**src/rtl/regfile_pkg.sv**
```systemverilog
// Shared sizing constants and word/address types for the 32 x 32 register file.
package regfile_pkg;

   localparam int DATA_WIDTH = 32;
   localparam int ADDR_WIDTH = 5;
   localparam int DEPTH      = 32;

   typedef logic [DATA_WIDTH-1:0] regWord_t;
   typedef logic [ADDR_WIDTH-1:0] regAddr_t;

   localparam regAddr_t ZERO_REG = '0;

endpackage

```
**src/rtl/regfile_read_port.sv**
```systemverilog
// One combinational read port: address mux plus hardwired-zero check.
// With REGFILE_WRITE_BYPASS_EN defined, a same-cycle write to the read address is forwarded.
module regfile_read_port
   import regfile_pkg::*;
(
   input  regWord_t [DEPTH-1:0] regs,
   input  regAddr_t             addr,
`ifdef REGFILE_WRITE_BYPASS_EN
   input  logic                 rst,
   input  logic                 write,
   input  regAddr_t             destAddr,
   input  regWord_t             destData,
`endif
   output regWord_t             data
);

   always_comb begin
      data = regs[addr];
`ifdef REGFILE_WRITE_BYPASS_EN
      if (write && !rst && (destAddr == addr))
         data = destData;
`endif
      // Register 0 reads zero regardless of storage or forwarding.
      if (addr == ZERO_REG)
         data = '0;
   end

endmodule

```
**src/rtl/register_file_32bit.sv**
```systemverilog
// 32-entry x 32-bit register file: two combinational read ports, one synchronous write port.
// Optional write-through forwarding on the read ports when REGFILE_WRITE_BYPASS_EN is defined.
module register_file_32bit
   import regfile_pkg::*;
(
   input  logic     clk,
   input  logic     Reset,
   input  logic     Write,
   input  regAddr_t AddrA,
   input  regAddr_t AddrB,
   input  regAddr_t DestAddr,
   input  regWord_t DestData,
   output regWord_t DataA,
   output regWord_t DataB
);

   regWord_t [DEPTH-1:0] regs;

   // Reset clears everything asynchronously; register 0 is never written so it stays zero.
   always_ff @(posedge clk or posedge Reset) begin
      if (Reset)
         regs <= '0;
      else if (Write && (DestAddr != ZERO_REG))
         regs[DestAddr] <= DestData;
   end

   regfile_read_port portA (
      .regs     (regs),
      .addr     (AddrA),
`ifdef REGFILE_WRITE_BYPASS_EN
      .rst      (Reset),
      .write    (Write),
      .destAddr (DestAddr),
      .destData (DestData),
`endif
      .data     (DataA)
   );

   regfile_read_port portB (
      .regs     (regs),
      .addr     (AddrB),
`ifdef REGFILE_WRITE_BYPASS_EN
      .rst      (Reset),
      .write    (Write),
      .destAddr (DestAddr),
      .destData (DestData),
`endif
      .data     (DataB)
   );

endmodule

```
**config.mk**
```make
export PLATFORM = sky130hd
export DESIGN_NAME = register_file_32bit
export DESIGN_NICKNAME = d
export VERILOG_FILES = /design/src/rtl/regfile_pkg.sv /design/src/rtl/regfile_read_port.sv /design/src/rtl/register_file_32bit.sv
export SDC_FILE = /design/constraint.sdc
export NUM_CORES = 2
export LEC_CHECK = 0
export BUFFER_PORTS_ARGS = -buffer_cell sky130_fd_sc_hd__buf_4
export CAP_MARGIN = 20
export CORE_ASPECT_RATIO = 0.75
export CORE_MARGIN = 2
export CORE_UTILIZATION = 30
export CTS_CLUSTER_DIAMETER = 150
export CTS_CLUSTER_SIZE = 20
export DETAILED_ROUTE_END_ITERATION = 16
export HOLD_SLACK_MARGIN = 0.1
export PLACE_DENSITY = 0.55
export SYNTH_ARGS = -nofsm -noshare
export SYNTH_HDL_FRONTEND = slang
export SYNTH_SLANG_ARGS = --single-unit
```
**constraint.sdc**
```tcl
create_clock -name clk -period 33.9 [get_ports clk]
set_input_delay 1.695 -clock clk [delete_from_list [all_inputs] [get_ports clk]]
set_output_delay 1.695 -clock clk [all_outputs]
set_load 0.03 [all_outputs]
```
==> results.txt <==
The count of TritonRoute iterations in the first routing pass came out at 5. The maximum number of pins on one net before global-route repair came out at 172. The via count of the first global-routing pass came out at 34700. The total CTS buffers came out at 57. For flop-to-flop paths, the worst setup slack is between 30000 and 40000 ps. The leakage power summed over all cells is 0.0246 uW. The number of setup buffers added after CTS is 0. The routed via count divided by cell count is 5.80. The final critical delay including setup and external delays is 7810 ps.

The post-layout net count is 3462. Setup repair after global routing left no endpoint under its margin. From synthesis to final layout, the design area changed by 7.92%.

The full die area is approximately 180000 um2. The clock insertion delay at the later pin of the skew report came out at 690 ps. After global routing the overflow that remains totals 0.

In the synthesized netlist the dominant register cell turns out to be dfrtp_1. The tightest min-delay check is of the flip-flop to flip-flop type. The unique cell type count in the Yosys netlist came out at 37. The sum of routed wire length over all layers came out at 186 mm.

The count of endpoints failing setup in the final report came out at 0. The number of gates given a new drive strength after cts is 0. Static timing analysis puts the maximum clock frequency at around 130 MHz. The H-tree was split into 2 levels. The slew at the pin closest to its max-slew limit came out at between 1000 and 1500 ps. The worst path arrival time is 6120 ps. The number of flip-flops in the largest register is 1024. The count of filler cells inserted in the layout is 17600. The largest buffer count on any clock path came out at 3.

The largest registers in the layout are regs x1024. The startpoint identified for the worst hold timing path is regs[12]. The number of failing hold endpoints at the final stage came out at 0. The effective utilization at floorplan came out at 0.301. The global-route wire length before repair came out at about 270 mm.

The power density relative to cell area came out at 53.1 nW/um2. The DRC violations left is 0. TritonCTS built the clock tree. The number of buffers added to fix hold violations after cts came out at 0.

The master cell of the clock root buffer is clkbuf_16. Ranked by instance count, the synthesized netlist is headed by 1024 x dfrtp_1, 1005 x mux2_2, 448 x mux4_2, 216 x clkbuf_1, 192 x mux2i_1. Setup slack on the critical path of the routed design comes to between 20000 and 30000 ps.

The number of port buffers came out at between 100 and 150. The width of the chip is 496 um. For this run, the total global-route usage over all layers was measured as 0.200. The post-synthesis area per instance is 15.2 um2.

For this run, the register share of the synthesized area comes to 0.471. The async set or reset register ratio after synthesis is 1.00. The die span in y came out at between 300 and 400 um. The number of antenna-violating nets in the routed design is 0.

In this run, synthesis inferred 0 flip-flops with an integrated enable. The endpoint identified for the worst register-to-register timing path is regs[927]. Dividing the final minimum period by the clock period gives 0.230. The core region is 180000 um2. Of the cells placed in the final design, the portion with a size suffix greater than 1 is 0.516. The warning count from the yosys run is 0. The detailed-route wire length per cell came out at ~32 um. For this design, the sink count on the clock tree is around 1000. Routability-driven placement finished with a final weighted congestion of between 0.8 and 0.9. The worst setup slack before clock tree synthesis is 25690 ps. The number of antenna violations at the first check in global routing was 9.

The number of nets handed over by synthesis was 3634. The synthesized instance count came out at 3584. Of all cell types, the one taking the most synthesized area is dfrtp_1. By instance count, the leading cell after synthesis is dfrtp_1. The placed wire-length estimate is 104 mm. The flow ran to the end, and the final reports show no timing, DRC or antenna violations. In this run the critical register-to-register path is launched from regs[927]. The worst clock skew came out at 0 ps. Clock-pin slew was measured on the worst setup and hold paths at 90 ps. The area share of the largest cell type after synthesis came out at 0.471. The count of standard-cell rows came out at 135.

The startpoint kind of the worst setup timing path is an input port. For this design the top-level I/O count stands at ~110. The starting DRC count in detailed routing is 3022. After synthesis, the cell types taking the most area are dfrtp_1 47%, mux2_2 21%, mux4_2 19%. The relative slew slack came out at 0.195.

The critical-path maximum fanout came out at 94. regs holds more flip-flops than any other register. The reported max-cap violation count came out at 0.

The worst hold path passes through 0 cells. The vias after detailed routing is 33700. The final count of pins violating max slew came out at 0.

The largest vdd supply drop came out at between 0.00003 and 0.00004 V. The required arrival time at the worst endpoint is 32200 ps. The worst setup path is of the input port to output port kind. In this run the cell area of the synthesized design comes to 54400 um2.

Summed over all failing endpoints, the final setup total negative slack is 0 ps. The worst setup path is captured at an output port. The destination of the worst hold path is regs[12].

The count of state elements after synthesis came out at between 1000 and 1500. The number of cells on the worst reg-to-reg path came out at 1.
-- cell type report --
type / count / area [um2] / share of cell area
multi-input cells: 2134 / 27000 / 0.459
flip-flops and latches: 1024 / 25600 / 0.437
well taps: 2397 / 3000 / 0.0511
repair buffers: 192 / 1560 / 0.0266
clock buffers: 59 / 1480 / 0.0252
clock inverters: 2 / 25.0 / 0.000426
inverters: 3 / 23.8 / 0.000405
diodes: 6 / 15.0 / 0.000256
-- report_power, final --
| part | leakage [uW] | switching, uW | total (uW) | internal (uW) |
|---|---|---|---|---|
| clock | 0.000739 | 427 | 736 | 309 |
| combinational | 0.0108 | 322 | 749 | 427 |
| sequential | 0.0131 | 177 | 1630 | 1450 |
-- cell usage in the layout (no fill, tap or decap), types with 5 or more instances in the layout --
| cell type | count |
|---|---|
| dfrtp_1 | 1024 |
| mux2_2 | 1005 |
| mux4_2 | 448 |
| mux2i_1 | 192 |
| buf_4 | 179 |
| a22oi_1 | 64 |
| clkbuf_16 | 59 |
| o21ai_0 | 57 |
| a221oi_1 | 44 |
| nand2_1 | 41 |
| a221o_1 | 32 |
| a31oi_1 | 32 |
| nor2b_1 | 32 |
| a311oi_1 | 32 |
| a211oi_1 | 31 |
| o2111ai_1 | 20 |
| nor2_4 | 19 |
| mux2_1 | 19 |
| o21ai_1 | 19 |
| nand2_2 | 8 |
| nand2_4 | 7 |
| diode_2 | 6 |
| nor2b_4 | 5 |
| buf_12 | 5 |
-- per-stage QoR --
stage          hold WS (ps)  std cells  utilization  power, uW  area (um2)
2_1_floorplan           441       3584            -       2170       54400
4_1_cts                 403       5809        0.325       3130       58600
5_1_grt                 411       5816        0.325       3250       58700
3_5_place_dp            384       5748        0.317       2390       57100
3_3_place_gp            376       5745        0.316       2380       57100
6_report                402       5817        0.325       3110       58700
-- cells by family after synthesis --
logic type             count (synthesis)  synth area share
AOI/OAI and AO/OA                    332            0.0453
buffers and inverters                426            0.0378
DFF                                 1024             0.471
muxes                               1664             0.433
and+or+nand+nor                      138            0.0127
-- worst max-delay path, stage by stage --
cell and delay, ps:
buf_8 550, buf_12 550, buf_4 680, or4_2 620, buf_12 260, o21ai_0 110
a311oi_1 880, buf_4 320
-- how the worst max path moves through the flow --
| stage | startpoint | end | slack [ps] | depth (start not counted) |
|---|---|---|---|---|
| after CTS | AddrA[1] | DataA[13] | 25680 | 7 |
| after global placement | AddrA[1] | DataA[18] | 25630 | 7 |
| after floorplan | Reset | regs[0] | 3390 | 1 |
| final | AddrA[1] | DataA[19] | 26090 | 8 |
| after detailed placement | AddrA[1] | DataA[13] | 25690 | 7 |
| after global routing | AddrA[1] | DataA[19] | 25990 | 8 |
-- per-layer routing --
metal / share of wire / up-vias / routed length, um / GRT usage
li1: - / 13500 / - / -
met1: 0.43 / 18700 / 79700 / 0.275
met2: 0.47 / 1213 / 87900 / 0.318
met3: 0.061 / 279 / 11200 / 0.0338
met4: 0.037 / 0 / 6970 / 0.0680
met5: 0 / - / 0 / 0
No activity file was read; power rests on OpenSTA's default activity.
